**src/rtl/fifo_uart_tx.sv**
```systemverilog
// UART 8N1 transmitter draining a registered-read FIFO; tx falls 2 cycles after the read strobe.
// Backpressure: reads only from IDLE when enabled and non-empty, one frame in flight, 10*CLKS_PER_BIT+2 cycle period.
module fifo_uart_tx #(
   parameter int CLKS_PER_BIT = 16,
   parameter int WIDTH        = 8
) (
   input  logic             clk,
   input  logic             rst,
   input  logic             enable,
   input  logic             fifo_empty,
   input  logic [WIDTH-1:0] fifo_rd_data,
   output logic             fifo_rd_en,
   output logic             tx,
   output logic             busy,
   output logic             frame_done
);
   localparam int CW = $clog2(CLKS_PER_BIT);
   localparam int IW = (WIDTH > 1) ? $clog2(WIDTH) : 1;

   typedef enum logic [2:0] {
      IDLE  = 3'd0,
      LOAD  = 3'd1,
      START = 3'd2,
      DATA  = 3'd3,
      STOP  = 3'd4
   } state_t;

   state_t           state, state_nxt;
   logic [CW-1:0]    bit_cnt;
   logic [IW-1:0]    bit_idx;
   logic [WIDTH-1:0] shreg;
   logic             bit_last;
   logic             idx_last;
   logic             rd_go;

   assign bit_last = (bit_cnt == CW'(CLKS_PER_BIT - 1));
   assign idx_last = (bit_idx == IW'(WIDTH - 1));
   // reset gates the strobe so the FIFO never loses a byte while we are held
   assign rd_go    = (state == IDLE) && enable && !fifo_empty && !rst;
   assign busy     = (state != IDLE);

   always_ff @(posedge clk) begin
      if (rst) begin
         state   <= IDLE;
         bit_cnt <= '0;
         bit_idx <= '0;
         shreg   <= '0;
      end else begin
         state <= state_nxt;
         case (state)
            LOAD: begin
               shreg   <= fifo_rd_data;
               bit_cnt <= '0;
               bit_idx <= '0;
            end
            START: begin
               bit_cnt <= bit_last ? '0 : bit_cnt + 1'b1;
               if (bit_last) bit_idx <= '0;
            end
            DATA: begin
               bit_cnt <= bit_last ? '0 : bit_cnt + 1'b1;
               if (bit_last) begin
                  shreg   <= shreg >> 1;
                  bit_idx <= bit_idx + 1'b1;
               end
            end
            STOP: begin
               bit_cnt <= bit_last ? '0 : bit_cnt + 1'b1;
            end
            default: ;
         endcase
      end
   end

   always_comb begin
      state_nxt  = state;
      tx         = 1'b1;
      fifo_rd_en = 1'b0;
      frame_done = 1'b0;
      case (state)
         IDLE: begin
            fifo_rd_en = rd_go;
            if (rd_go) state_nxt = LOAD;
         end
         LOAD: begin
            state_nxt = START;
         end
         START: begin
            tx = 1'b0;
            if (bit_last) state_nxt = DATA;
         end
         DATA: begin
            tx = shreg[0];
            if (bit_last && idx_last) state_nxt = STOP;
         end
         STOP: begin
            frame_done = bit_last;
            if (bit_last) state_nxt = IDLE;
         end
         default: state_nxt = IDLE;
      endcase
   end
endmodule

```
**config.mk**
```make
export PLATFORM = sky130hd
export DESIGN_NAME = fifo_uart_tx
export DESIGN_NICKNAME = d
export VERILOG_FILES = /design/src/rtl/fifo_uart_tx.sv
export SDC_FILE = /design/constraint.sdc
export NUM_CORES = 1
export LEC_CHECK = 0
export ABC_AREA = 1
export BUFFER_PORTS_ARGS = -buffer_cell sky130_fd_sc_hd__buf_2
export CORE_AREA = 2 2 46 48
export CTS_CLUSTER_DIAMETER = 50
export DETAILED_ROUTE_END_ITERATION = 7
export DIE_AREA = 0 0 48 50
export PLACE_DENSITY = 0.77
export SLEW_MARGIN = 40
export SYNTH_ARGS = -nofsm -noshare
export SYNTH_HDL_FRONTEND = slang
export SYNTH_SLANG_ARGS = --single-unit
export TNS_END_PERCENT = 100
```
**constraint.sdc**
```tcl
create_clock -name clk -period 1.6 [get_ports clk]
set_clock_uncertainty 0.05 [all_clocks]
set_input_delay 0.24 -clock clk [delete_from_list [all_inputs] [get_ports clk]]
set_output_delay 0.24 -clock clk [all_outputs]
set_load 0.02 [all_outputs]
```
# ---- After elaboration in Yosys (flattened, before gate mapping)
# Index checks and enable logic that the tools add are counted.
dict set report totals {
  memories 0
  in_bits 12
  latchBits 0
  ram_bits 0
  regBits 18
  mem_bits_ro 0
  output_inout_bits 4
  elab_cells 46
}
dict set report classes {
  div 0
  multipliers 0
  n_bitwise 0
  add_sub_neg 2
  n_reduce_logical 15
  muxes 14
  shift 0
  eq_ne 11
  order_cmp 0
}
# cell n
set op_table {}
lappend op_table {{one-hot mux 8 bit (2 select lines)} 1}
lappend op_table {{two-way mux 3 bit} 5}
lappend op_table {{one-hot mux 3 bit (5 select lines)} 1}
lappend op_table {{!= test 2 bit, second input constant} 5}
lappend op_table {{one-hot mux 3 bit (3 select lines)} 1}
lappend op_table {{two-way mux 8 bit} 1}
lappend op_table {{one-hot mux 4 bit (2 select lines)} 1}
lappend op_table {{equality test 3 x 2 -> 1 bit, second input constant} 2}
lappend op_table {{equality test 3 bit, second input constant} 2}
lappend op_table {{nonzero test 3 bit} 2}
lappend op_table {{adder 4 x 1 -> 4 bit, second input constant} 1}
lappend op_table {{equality test 4 bit, second input constant} 1}
lappend op_table {{logical AND 1 bit} 4}
lappend op_table {{two-way mux 4 bit} 1}
lappend op_table {{AND reduction 4 bit} 1}
lappend op_table {{nonzero test 2 bit} 2}
lappend op_table {{adder 3 x 1 -> 3 bit, second input constant} 1}
lappend op_table {{equality test 3 x 1 -> 1 bit, second input constant} 1}
lappend op_table {{zero test 3 bit} 1}
lappend op_table {{AND reduction 3 bit} 1}
lappend op_table {{OR reduction 3 bit} 1}
lappend op_table {{zero test 1 bit} 2}
lappend op_table {{two-way mux 1 bit} 2}
lappend op_table {{one-hot mux 1 bit (2 select lines)} 1}
lappend op_table {{AND reduction 2 bit} 1}

# ---- Depth between registers and ports, before layout
dict set report depth {
  depth_word 6
  ltp_mapped 8
  ltp_nobuf 8
}

# ---- Worst setup path before layout
# No wires, ideal clock.
dict set report synth_timing {
  path_kind {flip-flop to output port}
  startpoint {reg bit_cnt[0]}
  endpoint {out frame_done}
  path_stages_with_launch 4
  path_buffers 0
  required_time_ns 1.310
  setup_slack_ns 0.254
  t_arrival_ns 1.056
  cell_sequence {dfxtp_1 > ha_1 > nand3_4 > nor2_1}
}
dict set report synth_between {
  elab_chain_len 2
}
# element line
set synth_lines {}
lappend synth_lines {{from (decl)} 29} ;# logic [CW-1:0] bit_cnt;
lappend synth_lines {{from (signal assigned)} 57} ;# bit_cnt <= bit_last ? '0 : bit_cnt + 1'b1;
lappend synth_lines {{from (signal assigned)} 61} ;# bit_cnt <= bit_last ? '0 : bit_cnt + 1'b1;
lappend synth_lines {{from (signal assigned)} 68} ;# bit_cnt <= bit_last ? '0 : bit_cnt + 1'b1;
lappend synth_lines {{equality test 4 bit} 36} ;# assign bit_last = (bit_cnt == CW'(CLKS_PER_BIT - 1));
lappend synth_lines {{two-way mux 1 bit} 80} ;# case (state)
lappend synth_lines {{to (decl)} 15} ;# output logic frame_done
# Every way passes these cells.

# ---- Worst setup path after layout
dict set report layout_timing {
  startpoint {reg bit_cnt[1]}
  endpoint {out frame_done}
}
# The elaborated chain is that of the path after synthesis.

==> impl_metrics.ini <==
[routing]
drt-pass1-iter-count = 6
drcViolationCount = 0
dr_total_vias = 978
drt-total-wl_mm = 2.05
first_iter_violations = 14
wl_per_cell_um = 10.5
routed_via_density = 5.02
antenna_left = 0

[layout]
final_util = 0.612
final_cell_mix = nand2_1, nor2_1, dfxtp_1, buf_2, o21ai_0
fin_nets = 185
antenna-diode-count = 0
drive_gt1_frac = 0.244
final_cells = 195
synthToLayoutAreaGrowth_pct = 17.1
layout_commonest_cell = nand2_1

[floorplanning]
die_area_sq_um = 2400
core_area_sq_um = 1900
die_y_um = 50
rows = 16
initial_core_util = 0.522
io_pins = 16
die_w_um = 48

[sta]
drv_slew = 0
setup_viol = 0
fin_crit_sh = 0.948
tightestPinTransition_ps = 360
hold_viol = 0
max_freq_ghz = 0.660
rsz0062_at_grt = true
holdWs_ps = 154
fin_crit_ps = 1520
relSlewSlack = 0.760

[critical_path]
critical_path.max_fanout = 7
critPathLaunch = bit_cnt[1]
reg2reg_depth = 7
start_kind = flop
critPathKind = flop to primary output
cp.required_ps = 1310
regToRegStartpoint = state[2]
cp.arrival_ps = 1230
cp-end-kind = primary output

[yosys]
syn_area_per_cell_sq_um = 6.67
synth_warnings = 0
syn_area_sq_um = 993
synthTopCellsByArea = dfxtp_1, nand2_1, nor2_1
synth_nets = 164
synth.top_cell.area_share = 0.363
synth_top_area_cell = dfxtp_1
yosysSeqAreaShare = 0.363
synthCells = 149
synth_cell_types = 19
synth_seq_cells = 18

[pwr]
power_density_nw_per_um2 = 1500
p_leak_nw = 0.546
vdd_drop_max_mv = 0.750
switching_share = 0.442
p_switching_mw = 0.772
p_int_mw = 0.975
clkPwrFrac = 0.124
power_mw = 1.75
pwr-share-seq = 0.404
comb_power_share = 0.472

[min_path]
worstHoldStart = fifo_rd_data[7]
hold_depth = 3
min_path_type = input pin to flop

[clock_network]
h-tree-depth = 1
numClockSinks = 18
cts-root-buf = clkbuf_4
cts_tree = yes
cts.clk_slew.worst_paths_ps = 90
cts_buffers = 3
clockBufferDepth = 2
clock_latency_ps = 280

[place]
place_congestion = 0.882
dp.cells = 190
numPortBuffers = 15
hpwlAfterDp_mm = 1.52

[global_route]
grt_pass1_vias = 898
grt_max_degree = 14
antenna_found_initial = 0
grt_pass1_wl_mm = 3.51
gr-total-overflow = 0
gr-usage-all-layers = 0.199

[outcome]
status = completed

[run]
max-cap-violations = 0
path summary, 6_finish.rpt:
path,to,slack [ps]
max,frame_done,80
min,shreg[7],150
max reg2reg,bit_idx[2],200
min reg2reg,shreg[7],420
flip-flops by register name (all words and copies together), names as in the netlist:
name / cells
bit_cnt: 4
bit_idx: 3
shreg: 8
state: 3
repair_timing:
item,CTS,global route
hold buffers,0,0
pin swaps,1,0
buffers inserted,0,2
setup endpoints to repair,1,3
gates resized for setup,4,8
cell type report:
cell class,instances,area [sq um]
fillers,177,738
multi-input cells,117,583
flip-flops and latches,18,369
repair buffers,20,118
inverters,10,37.5
well taps,27,33.8
clock buffers,3,22.5
per-stage QoR:
step | setup WS, ps | area (sq um) | setup TNS (ps)
6_report | 84.0 | 1160 | 0
5_1_grt | -14.6 | 1160 | -20.0
4_1_cts | 24.3 | 1130 | 0
3_5_place_dp | 157 | 1090 | 0
3_3_place_gp | 223 | 1090 | 0
2_1_floorplan | 254 | 993 | 0
critical path, stage by stage (launching register included):
cell and delay (ps):
dfxtp_2 370, ha_4 170, nand3_4 120, nor2_2 140
buf_4 140
synth_stat cells:
cell type,n
nand2_1,44
nor2_1,33
dfxtp_1,18
o21ai_0,11
a21oi_1,8
inv_1,8
nand3_1,5
nand4_1,4
ha_1,3
nor2_4,3
buf_4,2
inv_2,2
o21ai_2,2
buf_6,1
clkbuf_1,1
nand2_2,1
nand3_4,1
nor3_2,1
xnor2_1,1
cell families (layout without fill, tap and decap cells):
group           Yosys count  after routing  share of synthesized area
buf+inv                  14             33                     0.0680
fa+ha+maj                 3              3                     0.0378
simple gates             92             92                      0.409
compound gates           21             21                      0.113
xor+xnor                  1              1                    0.00882
flops                    18             18                      0.363
power groups by stage:
stage	combinational, mW	clock [mW]	sequential, mW
2_1_floorplan	0.649	0	0.653
3_3_place_gp	0.785	0	0.687
3_5_place_dp	0.809	0	0.690
4_1_cts	0.816	0.225	0.692
5_1_grt	0.958	0.239	0.722
6_report	0.825	0.217	0.705
layer usage:
metal	share of wire	routed length, um	vias up	global-route usage
met4	0	0	0	0.0541
li1	-	-	513	-
met2	0.50	1030	25	0.338
met1	0.45	918	440	0.236
met3	0.049	101	0	0.0513
met5	0	0	-	0
No activity file was read; power rests on OpenSTA's default activity.
